$ cat config.mk
export PLATFORM = sky130hd
export DESIGN_NAME = pwm_encoder_mc
export DESIGN_NICKNAME = d
export VERILOG_FILES = /design/src/rtl/pwm_encoder_mc.sv
export SDC_FILE = /design/constraint.sdc
export NUM_CORES = 1
export LEC_CHECK = 0
export ABC_AREA = 1
export CAP_MARGIN = 20
export CORE_UTILIZATION = 35
export CTS_BUF_LIST = sky130_fd_sc_hd__clkbuf_16
export DETAILED_ROUTE_END_ITERATION = 10
export PLACE_DENSITY = 0.53
export SYNTH_ARGS = -nofsm -noshare
export SYNTH_HDL_FRONTEND = slang
export SYNTH_SLANG_ARGS = --single-unit
$ cat constraint.sdc
create_clock -name clk -period 7.17 [get_ports clk]
set_input_delay 1.0755 -clock clk [delete_from_list [all_inputs] [get_ports clk]]
set_output_delay 1.0755 -clock clk [all_outputs]
set_load 0.005 [all_outputs]
$ cat src/rtl/pwm_encoder_mc.sv
// rtl/pwm_encoder_mc.sv - multi-channel servo-style PWM frame encoder
// Commands are double-buffered and only take effect at frame boundaries.
module pwm_encoder_mc #(
  parameter int NUM_CH         = 4,
  parameter int VAL_W          = 12,
  parameter int CLK_DIV        = 50,
  parameter int FRAME_US       = 20000,
  parameter int MIN_US         = 1000,
  parameter int MAX_US         = 2000,
  parameter int TIMEOUT_FRAMES = 10
) (
  input  logic              clk,
  input  logic              rst_n,
  input  logic [VAL_W-1:0]  val [NUM_CH],
  input  logic              val_valid,
  input  logic              arm,
  output logic [NUM_CH-1:0] pwm,
  output logic              frame_start,
  output logic              failsafe
);
  localparam int DW = (CLK_DIV > 1) ? $clog2(CLK_DIV) : 1;
  localparam int UW = (FRAME_US > 1) ? $clog2(FRAME_US) : 1;
  localparam int TW = $clog2(TIMEOUT_FRAMES + 1);
  localparam int SW = ((VAL_W > UW) ? VAL_W : UW) + 1;

  logic [DW-1:0]     div_cnt;
  logic [UW-1:0]     us_cnt;
  logic [UW-1:0]     us_next;
  logic [TW-1:0]     to_cnt;
  logic [TW-1:0]     to_next;
  logic              started;
  logic              armed;
  logic              armed_next;
  logic              pending;
  logic              failsafe_next;
  logic              tick;
  logic              boundary;
  logic [VAL_W-1:0]  pend_val   [NUM_CH];
  logic [UW-1:0]     width      [NUM_CH];
  logic [UW-1:0]     width_next [NUM_CH];
  logic [UW-1:0]     cmd_width  [NUM_CH];
  logic [NUM_CH-1:0] pwm_next;

  assign tick = (div_cnt == DW'(CLK_DIV - 1));
  // The first tick after reset opens frame 0 instead of advancing the count.
  assign boundary = tick && (!started || us_cnt == UW'(FRAME_US - 1));

  for (genvar g = 0; g < NUM_CH; g++) begin : g_clamp
    logic [SW-1:0] sum;
    assign sum          = SW'(MIN_US) + SW'(pend_val[g]);
    assign cmd_width[g] = (sum > SW'(MAX_US)) ? UW'(MAX_US) : sum[UW-1:0];
  end

  always_comb begin
    us_next       = us_cnt;
    armed_next    = armed;
    failsafe_next = failsafe;
    to_next       = to_cnt;
    width_next    = width;
    pwm_next      = '0;
    if (boundary) begin
      us_next    = '0;
      armed_next = arm;
      if (pending) begin
        to_next       = '0;
        failsafe_next = 1'b0;
        width_next    = cmd_width;
      end else begin
        if (to_cnt != TW'(TIMEOUT_FRAMES)) to_next = to_cnt + 1'b1;
        if (to_next == TW'(TIMEOUT_FRAMES)) failsafe_next = 1'b1;
      end
    end else if (tick) begin
      us_next = us_cnt + 1'b1;
    end
    // pwm is computed from next-state values so it rises together with frame_start.
    for (int i = 0; i < NUM_CH; i++) begin
      pwm_next[i] = armed_next &&
                    (us_next < (failsafe_next ? UW'(MIN_US) : width_next[i]));
    end
  end

  always_ff @(posedge clk) begin
    if (!rst_n) begin
      div_cnt     <= '0;
      us_cnt      <= '0;
      to_cnt      <= '0;
      started     <= 1'b0;
      armed       <= 1'b0;
      pending     <= 1'b0;
      failsafe    <= 1'b1;
      frame_start <= 1'b0;
      pwm         <= '0;
      for (int i = 0; i < NUM_CH; i++) begin
        width[i]    <= UW'(MIN_US);
        pend_val[i] <= '0;
      end
    end else begin
      div_cnt     <= tick ? '0 : div_cnt + 1'b1;
      us_cnt      <= us_next;
      to_cnt      <= to_next;
      started     <= started | tick;
      armed       <= armed_next;
      failsafe    <= failsafe_next;
      frame_start <= boundary;
      pwm         <= pwm_next;
      width       <= width_next;
      // A strobe on the boundary cycle lands in the buffer for the following frame.
      if (val_valid) begin
        pending  <= 1'b1;
        pend_val <= val;
      end else if (boundary) begin
        pending <= 1'b0;
      end
    end
  end
endmodule

==> metrics.csv, run 1 <==
metric;value;unit
register bit count reported by yosys;142;
Slew Limit Fails;0;
CTS tree;yes;
cts hold-fix bufs;0;
largest net degree at the start of global routing;74;
# setup viols final;0;
most frequent cells in the layout;198 x nand2_1, 190 x nor2_1, 142 x dfxtp_1;
Iteration-0 DRC Markers;370;
Mapped Avg Cell Area;7.12;um^2
Worst Hold Endpoint;width[13];
ys flop type;dfxtp_1;
Max IR drop VDD;141;uV
Top Ports;58;
Die ar.;0.0231;mm^2
Final Cell Area;0.00919;mm^2
max-cap violations;0;
Via density;4.75;
post-DR wirelength/cell;12.8;um
PwrDens;205;mW/mm^2
Syn Std Cell Area;0.00787;mm^2
Via Count;6816;
CP endpoint kind;flop;
clock tree sinks;142;
Worst R2R Path Depth;16;
crit path max fanout;39;
Async S/R FF share, synth;0;
RSZ-0062 raised after global routing;no;
final hold violation count;0;
Mapped Cells;1106;
CP bufs+invs;2;
EDFF count, synth;0;
Setup Crit Path Kind;reg -> reg;
Synth area leader;dfxtp_1;
R2R setup slack;3.06;ns
FMAX;243;MHz
row count;54;
Top delay family on crit path;compound AO/OA/AOI/OAI gates;
Worst EP required;7.52;ns
# H-tree levels;4;
min-delay src;width[13];
gp weighted congestion;0.775;
vias in the first global route;6390;
initial antenna violation count;0;
CORE AREA;0.0220;mm^2
sequential area share after synthesis;0.361;
leading cell type in the layout, fill and taps excluded;nand2_1;
synth warn;0;
GRT overflow;0;
final cycle utilization of the critical path;0.574;
Die X;152;um
CP arrival;4.46;ns
Syn Nets;1223;
layout cell share with drive strength beyond 1;0.0840;
CTS max path bufs;2;
Antenna diodes;0;
gr usage total;0.166;
Distinct cells, synth;45;
cells along the critical path;ha_1 -> nand3_2 -> nor2_2 -> nand2_2 -> a21oi_4 -> inv_2 -> nand2_1 -> nand2_2 -> inv_1 -> nand3_1 -> ha_1 -> a21oi_1 -> nor2_1 -> a211oi_1 -> o211ai_1 -> a21oi_1;
Crit path largest cell delay;0.63;ns
DP Wirelength;13100;um
# nets final;1260;
Detail Route Antenna Nets;0;
minimum clock period;4.11;ns
top cells by area, synth;dfxtp_1 36%, ha_1 10%, nand2_1 9.4%;
Min-Delay Path Class;reg -> reg;
violated checks;DRC;
CP max-delay cell;inv_1;
area share of the largest cell type after synthesis;0.361;
RR Startpoint;us_cnt[0];
placed inst area;0.00860;mm^2
Starting Density;0.359;
Relative slew margins;0.450;
Area growth, synth to finish;16.7;%
DRC;2;
chip height;152;um
Worst-Margin Slew;0.818;ns
first-pass GRT wire length;31300;um
CTS buffer count;17;
status;finished with violations;
DRT Wirelength;18300;um
leakage;3.79;nW
CP Launch Type;flop;
clk slew on worst S/H paths;0.06;ns
end of the worst register-to-register path;pwm[0];
Root Buffer;clkbuf_16;
clk_lat worst skew;0.42;ns
Final TNS setup;0;ns
Pre-antenna DRT Iters;7;
post-CTS setup buffer count;0;
I/O Buffers;57;
WHS Path Cells;2;
Final Skew;0.00884;ns
post_cts resized;0;
[registers in the layout (all words and copies together), names as in the netlist]
register and count:
width 60, pend_val 48, us_cnt 15, div_cnt 6, pwm 4, to_cnt 4
armed 1, failsafe 1, frame_start 1, pending 1, started 1
[area by class of cell]
class | count | area, um^2
fillers | 2269 | 12800
multi-input cells | 810 | 4390
flip-flops and latches | 142 | 2840
repair buffers | 61 | 596
clock buffers | 17 | 425
inverters | 111 | 419
well taps | 280 | 350
clock inverters | 14 | 169
[metrics by stage]
| stage | hold WS (ns) | worst slack (ns) | power [mW] | util | std cells |
|---|---|---|---|---|---|
| floorplan | 0.409 | 4.47 | 0.945 | - | 1106 |
| global placement | 0.420 | 3.19 | 1.01 | 0.391 | 1404 |
| detailed placement | 0.418 | 3.06 | 1.01 | 0.391 | 1404 |
| CTS | 0.427 | 3.05 | 1.91 | 0.419 | 1435 |
| global route | 0.442 | 2.63 | 1.97 | 0.419 | 1435 |
| finish | 0.427 | 3.06 | 1.88 | 0.419 | 1435 |
[tightest hold or removal path: stages (launching register included)]
cell     delay, ns
dfxtp_1       0.31
inv_1         0.05
nor2_1        0.03
[synth_stat cells, types with 6 or more instances]
cell      count
nand4_1      18
o21ai_0      70
ha_1         65
a211oi_1     13
nand2_1     198
buf_2         8
o31ai_1      13
nor2_2        9
or2_2        28
nor2_1      190
inv_1       105
a21oi_1      60
nand3_1      57
dfxtp_1     142
xor2_1       10
nand2_2       7
nor3_1       19
clkbuf_1     26
nor4_1        6
[logic make-up after synthesis]
| family | after synthesis | synth area share |
|---|---|---|
| flops | 142 | 0.361 |
| simple gates | 551 | 0.307 |
| fa+ha+maj | 65 | 0.103 |
| buf+inv | 154 | 0.0817 |
| xor+xnor | 13 | 0.0145 |
| compound gates | 181 | 0.133 |
[report_power, final]
part	internal [mW]	total [mW]	leakage [nW]	switching [mW]
Combinational	0.0635	0.158	2.36	0.0944
Clock	0.545	0.894	0.279	0.349
Sequential	0.810	0.829	1.16	0.0189
Total	1.42	1.88	3.79	0.463
[worst max-delay path by stage]
stage | startpoint | endpoint | slack, ns | depth (start not counted)
after global placement | us_cnt[0] | pwm[0] | 3.19 | 16
after global routing | us_cnt[0] | pwm[0] | 2.63 | 16
after detailed placement | us_cnt[0] | pwm[0] | 3.06 | 16
final | us_cnt[0] | pwm[0] | 3.06 | 16
after floorplan | div_cnt[0] | pwm[3] | 4.47 | 19
after CTS | us_cnt[0] | pwm[0] | 3.05 | 16
[layer usage]
metal	vias to the layer above	part of all wire	track usage	wire (um)
li1	3704	-	-	-
met1	3004	0.54	0.231	9850
met2	94	0.42	0.258	7740
met3	14	0.030	0.0325	550
met4	0	0.0096	0.0515	175
met5	-	0	0	0
Power figures use the tool's default switching activity.
==> run 2, diff against run 1 <==
--- a/config.mk
+++ b/config.mk
@@ -10,7 +10,7 @@
 export CORE_UTILIZATION = 35
 export CTS_BUF_LIST = sky130_fd_sc_hd__clkbuf_16
 export DETAILED_ROUTE_END_ITERATION = 10
-export PLACE_DENSITY = 0.53
+export PLACE_DENSITY = 0.55
 export SYNTH_ARGS = -nofsm -noshare
 export SYNTH_HDL_FRONTEND = slang
 export SYNTH_SLANG_ARGS = --single-unit
==> constraint.sdc (replaced) <==
create_clock -name clk -period 3.7 [get_ports clk]
set_input_delay 0.555 -clock clk [delete_from_list [all_inputs] [get_ports clk]]
set_output_delay 0.555 -clock clk [all_outputs]
set_load 0.005 [all_outputs]
==> run 2 against run 1 <==
The run still ends with DRC left. Clock skew barely moved. Sequential share of layout area fell by 0.34 points. Total power rose by 95%. Setup slack got worse by 2.5 ns. Hold slack barely moved. Flip-flop and latch count did not move. Highest routed layer unchanged.
==> metrics.csv, run 2 (synthesis results as in run 1) <==
metric;value;unit
Relative slew margins;0.563;
Worst-Margin Slew;0.651;ns
max FFs per register;60;
Die X;152;um
CP max-delay cell;nor3_1;
WHS Path Cells;2;
most used cell, CP;nand2_1;
DP Wirelength;13600;um
cells along the critical path;ha_1 -> nand2_1 -> nor2_2 -> nand2_2 -> inv_4 -> nand4_1 -> nor2_1 -> inv_1 -> nor2_2 -> nand2_1 -> inv_1 -> a21oi_1 -> nor3_1 -> ha_1 -> nand2_1 -> nor2_1 -> a211oi_1 -> o211ai_1 -> a21oi_1;
Worst R2R Path Depth;19;
final cycle utilization of the critical path;0.851;
gp weighted congestion;0.812;
first-pass GRT wire length;31800;um
minimum clock period;3.15;ns
RSZ-0062 raised after global routing;no;
Final Skew;0.00855;ns
Crit path largest cell delay;0.44;ns
DRT Wirelength;18500;um
fin cells;1448;
clock tree sinks;142;
# placed instances;1416;
cts hold-fix bufs;0;
clk_lat worst skew;0.42;ns
Top delay family on crit path;simple AND/OR/NAND/NOR gates;
CTS max path bufs;2;
CP Launch Type;flop;
CORE AREA;0.0220;mm^2
FMAX;317;MHz
CTS tree;yes;
post-CTS setup buffer count;0;
Via Count;6864;
Top Registers;width: 60 flops, pend_val: 48 flops, us_cnt: 15 flops;
Via density;4.74;
clk slew on worst S/H paths;0.06;ns
gr usage total;0.169;
Worst EP required;4.05;ns
Starting Density;0.359;
# setup viols final;0;
number of stages on the worst setup path;19;
CP bufs+invs;3;
Antenna diodes;0;
Area growth, synth to finish;18.0;%
Final TNS setup;0;ns
initial antenna violation count;0;
largest net degree at the start of global routing;49;
leading cell type in the layout, fill and taps excluded;nand2_1;
final hold violation count;0;
Root Buffer;clkbuf_16;
Setup Crit Path Kind;reg -> reg;
chip height;152;um
Min-Delay Path Class;reg -> reg;
Top Ports;58;
# nets final;1272;
layout cell share with drive strength beyond 1;0.0925;
post-DR wirelength/cell;12.8;um
Tot Pwr;3.66;mW
CTS buffer count;17;
GRT overflow;0;
row count;54;
CP arrival;3.50;ns
PwrDens;394;mW/mm^2
leakage;3.87;nW
max-cap violations;0;
Detail Route Antenna Nets;0;
post_cts resized;0;
Most flops, register;width;
Iteration-0 DRC Markers;327;
Pre-antenna DRT Iters;10;
Slew Limit Fails;0;
Max IR drop VDD;271;uV
violated checks;DRC;
I/O Buffers;57;
DRC;6;
# H-tree levels;4;
status;finished with violations;
CP endpoint kind;flop;
crit path max fanout;8;
Die ar.;0.0231;mm^2
vias in the first global route;6443;
most frequent cells in the layout;198 x nand2_1, 190 x nor2_1, 142 x dfxtp_1;
## run 2: changes by cell type in the layout (fill, tap and decap cells not counted), sizes merged
cell      change
clkinvlp      -2
buf          +12
inv           +3
## run 2: worst paths after layout
path / end / slack, ns / start
setup / recovery: pwm[0] / 0.55 / div_cnt[0]
hold / removal: width[13] / 0.43 / width[13]
setup reg to reg: pwm[0] / 0.55 / div_cnt[0]
hold reg to reg: width[13] / 0.43 / width[13]
## run 2: metal layers
| layer | up-vias | GRT usage | share of wire |
|---|---|---|---|
| li1 | 3730 | - | - |
| met1 | 3040 | 0.239 | 0.54 |
| met2 | 81 | 0.261 | 0.42 |
| met3 | 13 | 0.0251 | 0.024 |
| met4 | 0 | 0.0539 | 0.012 |
| met5 | - | 0 | 0 |
## run 2: worst reg2reg max path, stage by stage (launching register included)
cell and delay, ns:
dfxtp_1 0.39, ha_1 0.17, nand2_1 0.06, nor2_2 0.09, nand2_2 0.15, inv_4 0.15
nand4_1 0.15, nor2_1 0.13, inv_1 0.08, nor2_2 0.10, nand2_1 0.07, inv_1 0.09
a21oi_1 0.08, nor3_1 0.44, ha_1 0.36, nand2_1 0.08, nor2_1 0.04, a211oi_1 0.19
o211ai_1 0.12, a21oi_1 0.14
## run 2: cell type report
class,instances,area (um^2)
clock buffers,17,425
well taps,280,350
multi-input cells,810,4390
flip-flops and latches,142,2840
repair buffers,73,698
inverters,111,419
fillers,2307,12700
clock inverters,15,169
## run 2: where the power goes
group | leakage, nW | switching (mW) | internal [mW]
clock | 0.292 | 0.684 | 1.06
sequential | 1.16 | 0.0366 | 1.57
combinational | 2.42 | 0.184 | 0.126
total | 3.87 | 0.905 | 2.75
## run 2: through the flow
step	hold slack (ns)	setup WS (ns)	cell area, um^2	util
6_report	0.428	0.550	9290	0.423
5_1_grt	0.445	0.0472	9290	0.423
4_1_cts	0.430	0.563	9290	0.423
3_5_place_dp	0.421	0.581	8700	0.396
3_3_place_gp	0.417	0.651	8700	0.396
2_1_floorplan	0.409	0.998	7870	-
==> run 3, diff against run 2 <==
--- a/config.mk
+++ b/config.mk
@@ -6,6 +6,7 @@
 export NUM_CORES = 1
 export LEC_CHECK = 0
 export ABC_AREA = 1
+export ABC_CLOCK_PERIOD_IN_PS = 3700
 export CAP_MARGIN = 20
 export CORE_UTILIZATION = 35
 export CTS_BUF_LIST = sky130_fd_sc_hd__clkbuf_16
==> results of run 3 <==
No change in the layout: final DEF, timing and power equal those of run 2.
